[config.mk]
export PLATFORM = sky130hd
export DESIGN_NAME = game_flow_ctrl
export DESIGN_NICKNAME = d
export VERILOG_FILES = /design/src/rtl/skyhop_pkg.sv /design/src/rtl/frame_sync.sv /design/src/rtl/game_flow_ctrl.sv
export SDC_FILE = /design/constraint.sdc
export NUM_CORES = 1
export LEC_CHECK = 0
export BUFFER_PORTS_ARGS = -buffer_cell sky130_fd_sc_hd__buf_2
export CELL_PAD_IN_SITES_DETAIL_PLACEMENT = 0
export CELL_PAD_IN_SITES_GLOBAL_PLACEMENT = 1
export CORE_MARGIN = 8
export CORE_UTILIZATION = 25
export DETAILED_ROUTE_END_ITERATION = 8
export PLACE_DENSITY = 0.49
export SYNTH_ARGS = -nofsm -noshare
export SYNTH_HDL_FRONTEND = slang
export SYNTH_HIERARCHICAL = 1
export SYNTH_SLANG_ARGS = --single-unit
[constraint.sdc]
create_clock -name clk -period 4.4 [get_ports clk]
set_clock_uncertainty 0.1 [all_clocks]
set_input_delay 0.44 -clock clk [delete_from_list [all_inputs] [get_ports clk]]
set_output_delay 0.44 -clock clk [all_outputs]
set_load 0.03 [all_outputs]
[src/rtl/skyhop_pkg.sv]
// Shared types and constants for the skyhop VGA game: stage encodings,
// per-stage overlay enables and default frame timing.
package skyhop_pkg;

  typedef enum logic [1:0] {
    ST_START     = 2'd0,
    ST_COUNTDOWN = 2'd1,
    ST_PLAY      = 2'd2,
    ST_OVER      = 2'd3
  } game_state_t;

  typedef struct packed {
    logic start_screen;
    logic countdown;
    logic game;
    logic game_over;
  } stage_en_t;

  localparam int FPS                  = 60;
  localparam int DEF_COUNTDOWN_FRAMES = 3 * FPS;
  localparam int DEF_OVER_FRAMES      = 4 * FPS;
  localparam int VGA_CNT_W            = 11;

  function automatic stage_en_t stage_enables(input game_state_t s);
    stage_en_t e;
    e.start_screen = (s == ST_START);
    e.countdown    = (s == ST_COUNTDOWN);
    e.game         = (s == ST_PLAY);
    e.game_over    = (s == ST_OVER);
    return e;
  endfunction

endpackage

[src/rtl/frame_sync.sv]
// Turns the vertical-blank level into a single-cycle pulse at the start of
// each blanking interval; shared by every block that updates once per frame.
module frame_sync (
  input  logic clk,
  input  logic rst,
  input  logic vblnk_in,
  output logic frame_tick
);

  logic vblnk_d;

  // NOTE: sequential state uses non-blocking assignments so every register
  // samples pre-edge values regardless of statement order.
  always_ff @(posedge clk) begin
    if (rst) begin
      // Starting "already in blank" suppresses a tick if vblnk is high at release.
      vblnk_d    <= 1'b1;
      frame_tick <= 1'b0;
    end else begin
      vblnk_d    <= vblnk_in;
      frame_tick <= vblnk_in & ~vblnk_d;
    end
  end

endmodule

[src/rtl/game_flow_ctrl.sv]
// Frame-synchronous game stage sequencer: START -> COUNTDOWN -> PLAY -> OVER.
// Stage changes only at the end of a frame_tick cycle, so overlays never switch mid-frame.
module game_flow_ctrl
  import skyhop_pkg::*;
#(
  parameter int COUNTDOWN_FRAMES = DEF_COUNTDOWN_FRAMES,
  parameter int OVER_FRAMES      = DEF_OVER_FRAMES,
  parameter int CNT_W            = 10
) (
  input  logic       clk,
  input  logic       rst,
  input  logic       vblnk_in,
  input  logic       btn_start,
  input  logic       player_dead,
  output logic       frame_tick,
  output logic [1:0] state_out,
  output logic       start_screen_en,
  output logic       countdown_en,
  output logic       game_en,
  output logic       game_over_en,
  output logic       score_rst,
  output logic [1:0] countdown_val
);

  localparam logic [CNT_W-1:0] CD_LAST   = CNT_W'(COUNTDOWN_FRAMES - 1);
  localparam logic [CNT_W-1:0] OVER_LAST = CNT_W'(OVER_FRAMES - 1);
  // Smallest counts with counter*3 >= N and counter*3 >= 2N: no divider needed.
  localparam logic [CNT_W-1:0] CD_TH1    = CNT_W'((COUNTDOWN_FRAMES + 2) / 3);
  localparam logic [CNT_W-1:0] CD_TH2    = CNT_W'((2 * COUNTDOWN_FRAMES + 2) / 3);

  game_state_t      state, state_nxt;
  logic [CNT_W-1:0] frame_cnt, cnt_nxt;
  stage_en_t        en, en_nxt;
  logic [1:0]       cd_val_nxt;
  logic             score_rst_nxt;

  logic btn_d, btn_rise, btn_pend, dead_pend;
  logic btn_hit, dead_hit;

  frame_sync u_frame_sync (
    .clk        (clk),
    .rst        (rst),
    .vblnk_in   (vblnk_in),
    .frame_tick (frame_tick)
  );

  // Events are latched across the frame and consumed on the tick; an event
  // landing in the tick cycle itself is folded in combinationally.
  assign btn_rise = btn_start & ~btn_d;
  assign btn_hit  = btn_pend | btn_rise;
  assign dead_hit = dead_pend | player_dead;

  always_ff @(posedge clk) begin
    if (rst) begin
      btn_d     <= 1'b1;
      btn_pend  <= 1'b0;
      dead_pend <= 1'b0;
    end else begin
      btn_d <= btn_start;
      if (frame_tick) begin
        btn_pend  <= 1'b0;
        dead_pend <= 1'b0;
      end else begin
        btn_pend  <= btn_pend | btn_rise;
        dead_pend <= dead_pend | player_dead;
      end
    end
  end

  // State register; enables and countdown value are registered from next-state
  // so they move on the same edge as state_out.
  always_ff @(posedge clk) begin
    if (rst) begin
      state         <= ST_START;
      frame_cnt     <= '0;
      en            <= stage_enables(ST_START);
      countdown_val <= 2'd3;
      score_rst     <= 1'b0;
    end else begin
      state         <= state_nxt;
      frame_cnt     <= cnt_nxt;
      en            <= en_nxt;
      countdown_val <= cd_val_nxt;
      score_rst     <= score_rst_nxt;
    end
  end

  // NOTE: every variable gets a default before any branch so no path
  // leaves it unassigned and no latch is inferred.
  always_comb begin
    state_nxt     = state;
    cnt_nxt       = frame_cnt;
    score_rst_nxt = 1'b0;
    if (frame_tick) begin
      unique case (state)
        ST_START: begin
          if (btn_hit) begin
            state_nxt     = ST_COUNTDOWN;
            cnt_nxt       = '0;
            score_rst_nxt = 1'b1;
          end
        end
        ST_COUNTDOWN: begin
          if (frame_cnt == CD_LAST) begin
            state_nxt = ST_PLAY;
            cnt_nxt   = '0;
          end else begin
            cnt_nxt = frame_cnt + CNT_W'(1);
          end
        end
        ST_PLAY: begin
          if (dead_hit) begin
            state_nxt = ST_OVER;
            cnt_nxt   = '0;
          end
        end
        ST_OVER: begin
          if (frame_cnt == OVER_LAST) begin
            state_nxt = ST_START;
            cnt_nxt   = '0;
          end else begin
            cnt_nxt = frame_cnt + CNT_W'(1);
          end
        end
        default: begin
          state_nxt = ST_START;
          cnt_nxt   = '0;
        end
      endcase
    end
  end

  always_comb begin
    en_nxt     = stage_enables(state_nxt);
    cd_val_nxt = 2'd3;
    if (state_nxt == ST_COUNTDOWN) begin
      if (cnt_nxt >= CD_TH2) begin
        cd_val_nxt = 2'd1;
      end else if (cnt_nxt >= CD_TH1) begin
        cd_val_nxt = 2'd2;
      end
    end
  end

  assign state_out       = state;
  assign start_screen_en = en.start_screen;
  assign countdown_en    = en.countdown;
  assign game_en         = en.game;
  assign game_over_en    = en.game_over;

  a_stage_onehot: assert property (@(posedge clk) disable iff (rst)
    $onehot({start_screen_en, countdown_en, game_en, game_over_en}));

  a_game_only_in_play: assert property (@(posedge clk) disable iff (rst)
    game_en == (state == ST_PLAY));

endmodule

======== After elaboration in Yosys (flattened, before gate mapping) ========
Cells that the tools add are included.
word-level totals
  memory bits (writable) .................. 0
  input port bits ......................... 5
  output and inout bits ................... 10
  logic and storage cells ................. 55
  bits in read-only memories .............. 0
  flip-flop bits (word level) ............. 24
  bits in latches ......................... 0
  memories kept ........................... 0
operators by class
  bitwise logic cells ..................... 9
  divide/modulo/power cells ............... 0
  shifts and indexed selects .............. 0
  mux-type cells .......................... 15
  eq/ne operators ......................... 8
  add/sub/neg operators ................... 1
  reductions and logical operators ........ 6
  magnitude comparators ................... 2
  multipliers ............................. 0
operators with widths
  operator               count
  $mux 10                5
  $pmux 10 s4            1
  $eq 10x8->1 const B    2
  $mux 2                 6
  $add 10x1->10 const B  1
  $ge 10x6->1 const B    1
  $ge 10x7->1 const B    1
  $eq 2x2->1 const B     4
  $pmux 2 s4             1
  $reduce_or 3->1        2
  $not 1->1              5
  $eq 2x1->1 const B     2
  $logic_not 2->1        2
  $reduce_or 2->1        2
  $and 1x1->1            2
  $mux 1                 2
  $or 1x1->1             2

======== Depth between registers and ports, before layout ========
  depth in word-level cells ............... 9
  gate-level depth with buffers ........... 7
  gate-level depth less buffers ........... 7

======== Cells and area by module ========
The synthesis kept the hierarchy.
by module, submodules not included
  module          area an instance (um^2)  sequential area each (um^2)  cells an instance  times used
  game_flow_ctrl  1121.1                   440.4                        134                1
  frame_sync      58.8                     40.0                         4                  1

======== Least setup slack after synthesis ========
Ideal clock, no wire load.
  kind .................................... reg-to-reg
  start point ............................. register state[1], in the netlist state_out[1]
  end point ............................... register countdown_val[0]
  slack ................................... 2.144 ns
  buffers on the path ..................... 1
  period minus slack after synthesis ...... 2.256 ns
  cell stages (with the launch flop) ...... 8
  data required time ...................... 4.156 ns
  library setup time ...................... 0.144 ns
  data arrival time ....................... 2.013 ns
  cell sequence ........................... dfxtp_1 buf_2 or4b_1 o311ai_2 nand2_1 a21boi_0 and4_1 o2111ai_1
between the ends
  longest elaborated chain between the ends .. 6
  elaborated cells on any way between the ends .. 18
  those cells by class .................... order compare (2); eq/ne (4); mux (9); bitwise (1); reduce/logical (2)
RTL lines
  item                                                 line                  source
  start: declaration                                   game_flow_ctrl.sv:31  game_state_t state, state_nxt;
  start signal: assignment                             game_flow_ctrl.sv:80  state <= state_nxt;
  branches (longest 6 deep; another with $ge 10x7->1)  --
  end signal: assignment                               game_flow_ctrl.sv:83  countdown_val <= cd_val_nxt;
  end: declaration                                     game_flow_ctrl.sv:22  output logic [1:0] countdown_val
Several ways; the timed one is not identified.
A chain may end at the register's enable or synchronous reset.

======== Worst setup path after layout ========
  start point ............................. register frame_cnt[4]
  end point ............................... register countdown_val[0]
between the ends
  longest elaborated chain between the ends .. 7
  elaborated cells on any way between the ends .. 19
  those cells by class .................... add/sub (1); order compare (2); eq/ne (3); mux (11); bitwise (1); reduce/logical (1)
RTL lines
  item                                                   line                  source
  start: declaration                                     game_flow_ctrl.sv:32  logic [CNT_W-1:0] frame_cnt, cnt_nxt;
  start signal: assignment                               game_flow_ctrl.sv:81  frame_cnt <= cnt_nxt;
  branches (longest 7 deep; another with $add 10x1->10)  --
Several ways; the timed one is not identified.

==> qor.txt <==
Row count = 25
Setup violators final = 0
Synth area leaders = dfxtp_1, nor2_1, nand2_1
CTS tree = yes
Worst-Skew Late Latency = 0.27 ns
Post-layout min period = 2.572 ns
Slew headroom = 59.16%
Hold Crit Start = vblnk_in
Synthesis-stage register bit count = 24
WHS Path Cells = 2
Post-DP Area = 1276 um^2
Top reg by flops = frame_cnt
Crit start category = flop
Setup_tns = 0 ns
Tightest Pin Transition = 0.6049 ns
CTS resizes = 0
Postcts setup bufs = 0
Area taken by multi-input logic gates = 643.1 um^2
Root buffer cell = clkbuf_8
Die area = 7174 um^2
Fillers = 512
Reg clk slew, reported paths = 0.09 ns
Seq. cell area = 480.5 um^2
Synth top cells by count = dfxtp_1, nor2_1, nand2_1
Met3 GRT Util = 2.049%
Placer Congestion = 0.7641
Detailed placement HPWL = 2271 um
Antenna-violating nets left = 0
Pre-antenna DRT Iters = 5
Routed vias = 1,064
Top Ports = 15
Die height = 84.70 um
Sequential area share after synthesis = 40.72%
Share of cells above drive strength 1 = 17.01%
Pleak = 0.0004409 uW
I/O Buffers = 14
Outcome = complete, no violations
EDFF count, synth = 0
Worst hold path type = primary input to flop
RSZ-0062 raised after global routing = no
Max clock buf depth = 2
MaxCap Viol Count = 0
Max Freq = 388.9 MHz
Largest register FFs = 10
Count of final hold-check violations = 0
Ys async rst share = 0%
Crit path from = frame_cnt[4]$_SDFF_PP0_
Fin crit share = 58.45%
Sink of the worst hold path = u_frame_sync/vblnk_d$_SDFF_PP1_
Hold buffers post-CTS = 0
WL per Instance = 15.44 um
Dominant cell type by area after synthesis = dfxtp_1
M2 GR Usage = 12.10%
GRT Resource Usage Total = 8.680%
Die W = 84.70 um
Post-synth top area share = 40.72%
Reg2Reg Capture Point = countdown_val[0]$_SDFF_PP1_
Yosys warnings = 6
Top-count cell post-synth = dfxtp_1
Reg2reg start = frame_cnt[4]$_SDFF_PP0_
Vias/cell = 5.294
Initial antenna violation count = 0
Required time of the critical path = 4.43 ns
Pins Over Slew Limit = 0
Crit path kind = flop to flop
Worst VDD drop = 0.0001134 V
Largest net degree at the start of global routing = 20
Avg Cell Area, Syn = 8.550 um^2
Post-synth cell types = 49
Most used routing layer = met2
Met1 Use GR = 12.02%
DR DRC count = 0
Core Area = 4629 um^2
PwrDens = 279.6 nW/um^2
Vias in the first global route = 949
Worst Reg-to-Reg Cells = 6
Total Wirelength = 3104 um
Net count, final = 155
CP Max Fanout = 12
Initial DRC count = 123
First-pass GRT wire length = 4961 um
Htree depth = 1
Initial Util = 25.49%
Register-to-register setup slack = 1.83 ns
Clock sinks = 24
Diode count = 0
Synth Flop Type = dfxtp_1
Post-synthesis net count = 144
CP endpoint kind = flop
Post-Syn Instances = 138
Critical Path AT = 2.60 ns
Syn-to-layout area delta = 11.66%
Num CTS Buffers = 3
Grt ovf = 0
Area of the mapped netlist = 1180 um^2
Post-route design area = 1318 um^2
layer usage:
layer	vias to the layer above	part of all wire (%)
met2	35	42
li1	533	-
met3	6	5.5
met1	490	50
met5	-	0
met4	0	2.1
layout by cell type, fill, tap and decap left out, types with 2 or more instances in the layout:
master and count:
a21o_1 2, o21ai_1 2, inv_1 4, or2_2 2
dfxtp_1 24, nor2_1 14, a22oi_1 2, and2_1 3
o221ai_1 2, nand3_1 3, clkbuf_8 3, nor2b_1 4
a21oi_1 7, o22ai_1 2, or3_1 2, xnor2_1 2
o21ai_0 4, nor4_1 2, o21a_1 2, nand4_1 4
and4_1 2, nand2_1 12, nor3_1 6, buf_2 14
logic make-up after synthesis:
group                    count (synthesis)  share of synthesized area [%]
adder cells (fa/ha/maj)                  1                          1.060
AO/OA/AOI/OAI                           35                          21.85
buffers and inverters                   12                          4.771
flip-flops                              24                          40.72
XOR/XNOR                                 2                          1.485
AND/OR/NAND/NOR                         64                          30.12
per-stage QoR:
step / cells / hold WS [ns] / util (%) / worst slack, ns / power, uW
finish: 201 / 0.2628 / 28.46 / 1.828 / 368.4
global route: 201 / 0.2628 / 28.46 / 1.757 / 383.8
CTS: 201 / 0.2579 / 28.46 / 1.850 / 372.9
detailed placement: 198 / 0.3037 / 27.57 / 1.879 / 239.6
global placement: 198 / 0.2972 / 27.57 / 1.882 / 239.8
floorplan: 138 / 0.2868 / - / 2.144 / 234.0
critical path, stage by stage, from the launching register on:
cell,delay [ns]
dfxtp_1,0.59
or4b_4,0.53
o22a_4,0.25
o21ai_1,0.37
o21ai_0,0.23
nor3_2,0.21
o2111ai_1,0.14
final cells by class:
cell class	count	share of cell area, %
well taps	54	5.128
inverters	4	1.140
clock buffers	3	3.134
flip-flops and latches	24	36.47
multi-input cells	102	48.81
repair buffers	14	5.318
power by group:
group          internal (uW)  switching (uW)
registers                220            2.26
clock network           61.4            72.6
logic                   4.12            8.15
worst max path at each step:
stage | to | cells past startpoint | slack, ns
2_1_floorplan | countdown_val[0]$_SDFF_PP1_ | 7 | 2.14
3_3_place_gp | countdown_val[0]$_SDFF_PP1_ | 6 | 1.88
3_5_place_dp | countdown_val[0]$_SDFF_PP1_ | 6 | 1.88
4_1_cts | countdown_val[0]$_SDFF_PP1_ | 6 | 1.85
5_1_grt | countdown_val[0]$_SDFF_PP1_ | 6 | 1.76
6_report | countdown_val[0]$_SDFF_PP1_ | 6 | 1.83
Note: power is estimated with default switching activity, not from simulation.
